## config.mk

```make
export PLATFORM = sky130hd
export DESIGN_NAME = scan_config_loader
export DESIGN_NICKNAME = d
export VERILOG_FILES = /design/src/rtl/scan_config_loader_pkg.sv /design/src/rtl/scan_config_loader_piso_reg.sv /design/src/rtl/scan_config_loader.sv
export SDC_FILE = /design/constraint.sdc
export NUM_CORES = 1
export LEC_CHECK = 0
export BUFFER_PORTS_ARGS = -buffer_cell sky130_fd_sc_hd__clkbuf_2
export CAP_MARGIN = 20
export CORE_ASPECT_RATIO = 1.25
export CORE_MARGIN = 4
export CORE_UTILIZATION = 55
export CTS_CLUSTER_SIZE = 24
export DETAILED_ROUTE_END_ITERATION = 10
export PLACE_DENSITY_LB_ADDON = 0.08
export SKIP_CTS_REPAIR_TIMING = 1
export SYNTH_ARGS = -nofsm -noshare
export SYNTH_HDL_FRONTEND = slang
export SYNTH_SLANG_ARGS = --single-unit
```

## constraint.sdc

```tcl
create_clock -name clk -period 2 [get_ports clk]
set_input_delay 0.1 -clock clk [delete_from_list [all_inputs] [get_ports clk]]
set_output_delay 0.1 -clock clk [all_outputs]
set_load 0.02 [all_outputs]
```

## src/rtl/scan_config_loader_pkg.sv

```systemverilog
// Shared definitions for the configuration scan-chain loader: FSM state
// encodings, default geometry and a small sizing helper.
package scan_config_loader_pkg;

    typedef enum logic [1:0] {
        ST_IDLE  = 2'd0,
        ST_LOAD  = 2'd1,
        ST_SHIFT = 2'd2,
        ST_DONE  = 2'd3
    } state_t;

    localparam int DEFAULT_WORD_WIDTH   = 8;
    localparam int DEFAULT_CHAIN_LENGTH = 64;

    // Smaller of two integers; sizes the final (possibly partial) word.
    function automatic int min_int(input int a, input int b);
        return (a < b) ? a : b;
    endfunction

endpackage

```

## src/rtl/scan_config_loader_piso_reg.sv

```systemverilog
// Parallel-in / serial-out shift buffer for outgoing configuration bits,
// plus an indexed serial-in capture register for the bits leaving the chain.
module scan_config_loader_piso_reg #(
    parameter int WIDTH     = 8,
    parameter int IDX_WIDTH = $clog2(WIDTH + 1)
) (
    input  logic                 clk,
    input  logic                 rst,
    input  logic                 load,
    input  logic                 shift,
    input  logic [WIDTH-1:0]     par_in,
    input  logic                 ser_in,
    input  logic [IDX_WIDTH-1:0] cap_idx,
    output logic                 ser_out,
    output logic [WIDTH-1:0]     cap_word
);

    logic [WIDTH-1:0] shift_buf_reg;
    logic [WIDTH-1:0] cap_reg;
    logic [WIDTH-1:0] cap_hit;

    // One-hot select of the capture bit addressed by cap_idx during a shift.
    generate
        for (genvar gi = 0; gi < WIDTH; gi++) begin : g_cap_hit
            assign cap_hit[gi] = shift && (cap_idx == IDX_WIDTH'(gi));
        end
    endgenerate

    // Outgoing buffer: load a whole word, then shift right with zero fill.
    always_ff @(posedge clk or posedge rst) begin
        if (rst) begin
            shift_buf_reg <= '0;
        end else if (load) begin
            shift_buf_reg <= par_in;
        end else if (shift) begin
            shift_buf_reg <= {1'b0, shift_buf_reg[WIDTH-1:1]};
        end
    end

    // Capture register: cleared on each new word so unfilled upper bits read 0.
    always_ff @(posedge clk or posedge rst) begin
        if (rst) begin
            cap_reg <= '0;
        end else if (load) begin
            cap_reg <= '0;
        end else begin
            cap_reg <= (cap_reg & ~cap_hit) | (cap_hit & {WIDTH{ser_in}});
        end
    end

    assign ser_out  = shift_buf_reg[0];
    assign cap_word = cap_reg;

endmodule

```

## src/rtl/scan_config_loader.sv

```systemverilog
// Configuration scan-chain front end: accepts words over valid/ready,
// shifts exactly CHAIN_LENGTH bits LSB-first into the chain and assembles
// the bits falling out of the chain end into readback words.
module scan_config_loader
    import scan_config_loader_pkg::*;
#(
    parameter int WORD_WIDTH   = DEFAULT_WORD_WIDTH,
    parameter int CHAIN_LENGTH = DEFAULT_CHAIN_LENGTH
) (
    input  logic                  clk,
    input  logic                  rst,
    input  logic                  start,
    input  logic [WORD_WIDTH-1:0] cfg_word,
    input  logic                  cfg_valid,
    output logic                  cfg_ready,
    output logic                  chain_scan_in,
    output logic                  chain_scan_en,
    input  logic                  chain_scan_out,
    output logic [WORD_WIDTH-1:0] readback_word,
    output logic                  readback_valid,
    output logic                  busy,
    output logic                  done
);

    localparam int CNT_WIDTH = $clog2(CHAIN_LENGTH + 1);
    localparam int WB_WIDTH  = $clog2(WORD_WIDTH + 1);

    state_t               state_reg, state_next;
    logic [CNT_WIDTH-1:0] count_reg, count_next;
    logic [WB_WIDTH-1:0]  word_bits_reg, word_bits_next;
    logic [WB_WIDTH-1:0]  bit_idx_reg, bit_idx_next;
    logic                 readback_valid_reg, readback_valid_next;
    logic [WB_WIDTH-1:0]  remaining_bits;
    logic                 accept;
    logic                 shift_en;
    logic                 last_bit;
    logic                 piso_lsb;

    assign accept   = (state_reg == ST_LOAD) && cfg_valid;
    assign shift_en = (state_reg == ST_SHIFT);
    assign last_bit = (bit_idx_reg == word_bits_reg - WB_WIDTH'(1));

    // Bits the next word may contribute: a full word, or what is left of the chain.
    always_comb begin
        remaining_bits = WB_WIDTH'(min_int(WORD_WIDTH, CHAIN_LENGTH - int'(count_reg)));
    end

    // State and counter registers; reset stops any load in progress at once.
    always_ff @(posedge clk or posedge rst) begin
        if (rst) begin
            state_reg          <= ST_IDLE;
            count_reg          <= '0;
            word_bits_reg      <= '0;
            bit_idx_reg        <= '0;
            readback_valid_reg <= 1'b0;
        end else begin
            state_reg          <= state_next;
            count_reg          <= count_next;
            word_bits_reg      <= word_bits_next;
            bit_idx_reg        <= bit_idx_next;
            readback_valid_reg <= readback_valid_next;
        end
    end

    // Next-state logic: one LOAD handshake per word, then word_bits shifts.
    always_comb begin
        state_next          = state_reg;
        count_next          = count_reg;
        word_bits_next      = word_bits_reg;
        bit_idx_next        = bit_idx_reg;
        readback_valid_next = 1'b0;
        case (state_reg)
            ST_IDLE: begin
                if (start) begin
                    state_next = ST_LOAD;
                    count_next = '0;
                end
            end
            ST_LOAD: begin
                if (cfg_valid) begin
                    word_bits_next = remaining_bits;
                    bit_idx_next   = '0;
                    state_next     = ST_SHIFT;
                end
            end
            ST_SHIFT: begin
                count_next   = count_reg + CNT_WIDTH'(1);
                bit_idx_next = bit_idx_reg + WB_WIDTH'(1);
                if (last_bit) begin
                    readback_valid_next = 1'b1;
                    state_next = (count_reg == CNT_WIDTH'(CHAIN_LENGTH - 1)) ? ST_DONE : ST_LOAD;
                end
            end
            ST_DONE: begin
                state_next = ST_IDLE;
            end
            default: begin
                state_next = ST_IDLE;
            end
        endcase
    end

    scan_config_loader_piso_reg #(
        .WIDTH     (WORD_WIDTH),
        .IDX_WIDTH (WB_WIDTH)
    ) u_piso (
        .clk      (clk),
        .rst      (rst),
        .load     (accept),
        .shift    (shift_en),
        .par_in   (cfg_word),
        .ser_in   (chain_scan_out),
        .cap_idx  (bit_idx_reg),
        .ser_out  (piso_lsb),
        .cap_word (readback_word)
    );

    assign cfg_ready      = (state_reg == ST_LOAD);
    assign chain_scan_en  = shift_en;
    assign chain_scan_in  = shift_en & piso_lsb;
    assign busy           = (state_reg == ST_LOAD) || (state_reg == ST_SHIFT);
    assign done           = (state_reg == ST_DONE);
    assign readback_valid = readback_valid_reg;

endmodule
```

==> metrics.txt <==
synthesized cell area=0.00199 mm^2; Inst Count DP=266; Die H=75.3 um; final WL=4260 um; grt total ovfl=0; cells along the critical path=inv_1, ha_1, xnor3_1, nand3_1, o311a_1, a41o_1; WP buf/inv=1; Layout Nets=260; Tcrit/Tclk final=91.9%; Die W=61.8 um; CP max FO=4; Setup Skew=6.97 ps; leakage=1.10 nW; DR vias/cell=5.77; first-pass GRT wire length=7200 um; CTS tree=yes; FF+latch area=851 um^2; most frequent cells in the layout=dfrtp_1 (34), clkbuf_2 (26), nand2_1 (25); fin util=65.0%; Synth Net Count=231; Final Hold Viols=0; Fin Setup TNS=0 ps; Iter 0 DRT Violations=93; Slew @ Worst Pin=428 ps; core area=0.00348 mm^2; P per Cell Area=1350 mW/mm^2; dpl hpwl=3260 um; placement row count=24; post-route DRC violation count=0; Psw=0.00126 W; reg-to-reg endpoint=state_reg[1]; GRT Util Overall=21.0%; register area share after synthesis=42.7%; minimum clock period=1840 ps; power share of the sequential group=35.2%; cells after synthesis=206; Post-Place Worst Slack=176 ps; Inserted Diodes=0; Worst EP required=2180 ps; Max Freq=544 MHz; non-filler cells, final=275; cell family with most CP delay=compound AO/OA/AOI/OAI gates; full die area=0.00466 mm^2; initial antenna violation count=0; via count=1587; post-synthesis cell type count=40; CP peak stage delay=400 ps; Pre-antenna DRT Iters=4; Clock Pin Slew Worst Setup and Hold Paths=70 ps; r2r worst-path depth=6; placed cell areas=0.00216 mm^2; hold worst-path end=u_piso.shift_buf_reg[3]; number of CTS-inserted buffers=5; FF-to-FF Start=word_bits_reg[0]; CTS Buffer Depth=2; max_slew headroom=71.1%; arrival time worst endpoint=2020 ps; FF-to-FF setup slack=160 ps; Clk network pwr share=17.0%; port bufs=26; Comb power frac=47.8%; root buf cell=clkbuf_8; Hold Path Depth=3; H-tree levels=2; Fillers=321; Sink Count=34; hold_sp=cfg_word[3]; Max Slew Vio Count=0; critical path class=register to register; Final setup violation count=0; fin area=0.00226 mm^2; vias in the first global route=1640; status=finished clean; Antenna Violating Nets Remaining=0; Slowest-stage cell, CP=dfrtp_1; YS warnings=0; CP endpoint kind=register; Hold Crit Class=input pin to register; startpoint type of the worst setup path=register; RSZ-0062 raised after global routing=no; io pins=27; wire length per cell=15.5 um; max-cap viol count=0; multi-input logic area=0.00104 mm^2; later-pin clock latency in the skew report=290 ps; area delta synth->final=13.6%; most common cell after layout, fill and taps aside=dfrtp_1; GPL Wtd Cong=0.862; maximum VDD drop=883 uV; Initial Util=57.2%; largest net degree at the start of global routing=35; final worst slack=161 ps; #FFs+latches synth=34; cell internal pwr=0.00180 W; Syn Area/Cell=9.68 um^2; share of layout cells above drive strength 1=19.9%; Sw Share=41.3%
Yosys cell counts:
cell	number	area (um^2)
mux2i_1	20	200
o21ai_0	13	65.1
nand2b_1	3	18.8
xnor3_1	1	22.5
a21oi_1	2	10.0
dfrtp_1	34	851
or2_2	1	6.26
clkbuf_1	5	18.8
a221oi_1	1	8.76
or3_4	1	11.3
o32ai_1	1	8.76
a41o_1	1	10.0
a32o_1	4	40.0
a21boi_0	1	7.51
and2_1	3	18.8
nor3_1	9	45.0
buf_1	1	3.75
nand2_1	25	93.8
a21o_1	2	15.0
o21ai_2	1	8.76
buf_6	2	22.5
and3_1	1	6.26
a22o_2	1	10.0
inv_1	11	41.3
nor2_1	17	63.8
a31oi_1	1	6.26
o41ai_2	1	16.3
nand3_1	11	55.1
o311a_1	1	10.0
a311o_1	1	10.0
xnor2_1	2	17.5
nor2b_1	2	12.5
a22o_1	3	26.3
o31ai_1	1	7.51
buf_2	4	20.0
a41oi_1	1	8.76
ha_1	12	150
xor2_1	3	26.3
o31a_2	1	10.0
o311ai_0	1	8.76
metrics by stage:
stage	hold WS [ps]	power, W
2_1_floorplan	205	0.00215
3_3_place_gp	193	0.00247
3_5_place_dp	222	0.00254
4_1_cts	-95.1	0.00308
5_1_grt	31.0	0.00330
6_report	11.5	0.00306
final cells by class:
| cell class | instances | share of cell area (%) |
|---|---|---|
| Clock buffer | 7 | 3.81 |
| Timing Repair Buffer | 34 | 8.51 |
| Sequential cell | 34 | 37.6 |
| Clock inverter | 1 | 0.221 |
| Tap cell | 39 | 2.16 |
| Inverter | 11 | 1.82 |
| Multi-Input combinational cell | 149 | 45.9 |
logic make-up (layout without fill, tap and decap cells):
group	Yosys count	after routing	share of synthesized area, %
buffers and inverters	23	53	5.34
adder cells (fa/ha/maj)	12	12	7.53
XOR/XNOR	6	6	3.33
multiplexers	20	20	10.0
flip-flops	34	34	42.7
AND/OR/NAND/NOR	73	73	16.6
AO/OA/AOI/OAI	38	38	14.4
worst reg2reg max path, delay by kind of cell, from the launching register on:
kind	cells	cell delay (ps)
compound gates	2	590
xor+xnor	1	350
fa+ha+maj	1	190
buf+inv	1	60
flops	1	400
simple gates	1	140
worst max path at each step:
stage	depth (start not counted)	start	to	slack, ps
after detailed placement	6	word_bits_reg[0]	state_reg[1]	180
final	6	word_bits_reg[0]	state_reg[1]	160
after global routing	6	word_bits_reg[0]	state_reg[1]	70
after CTS	5	state_reg[0]	chain_scan_in	130
after global placement	6	word_bits_reg[0]	state_reg[1]	250
after floorplan	8	state_reg[0]	count_reg[5]	240
routing by layer:
layer,GRT usage [%],vias to the layer above,wire length (um)
li1,-,776,-
met1,23.9,755,1730
met2,36.7,44,2220
met3,4.92,12,189
met4,9.67,0,119
met5,0,-,0
power by group through the flow:
stage	Combinational, W	Clock (W)	Sequential, W
detailed placement	0.00146	0	0.00109
CTS	0.00147	0.000536	0.00107
finish	0.00146	0.000519	0.00108
global placement	0.00140	0	0.00107
global route	0.00164	0.000563	0.00110
floorplan	0.00109	0	0.00106
No activity file was read; power rests on OpenSTA's default activity.
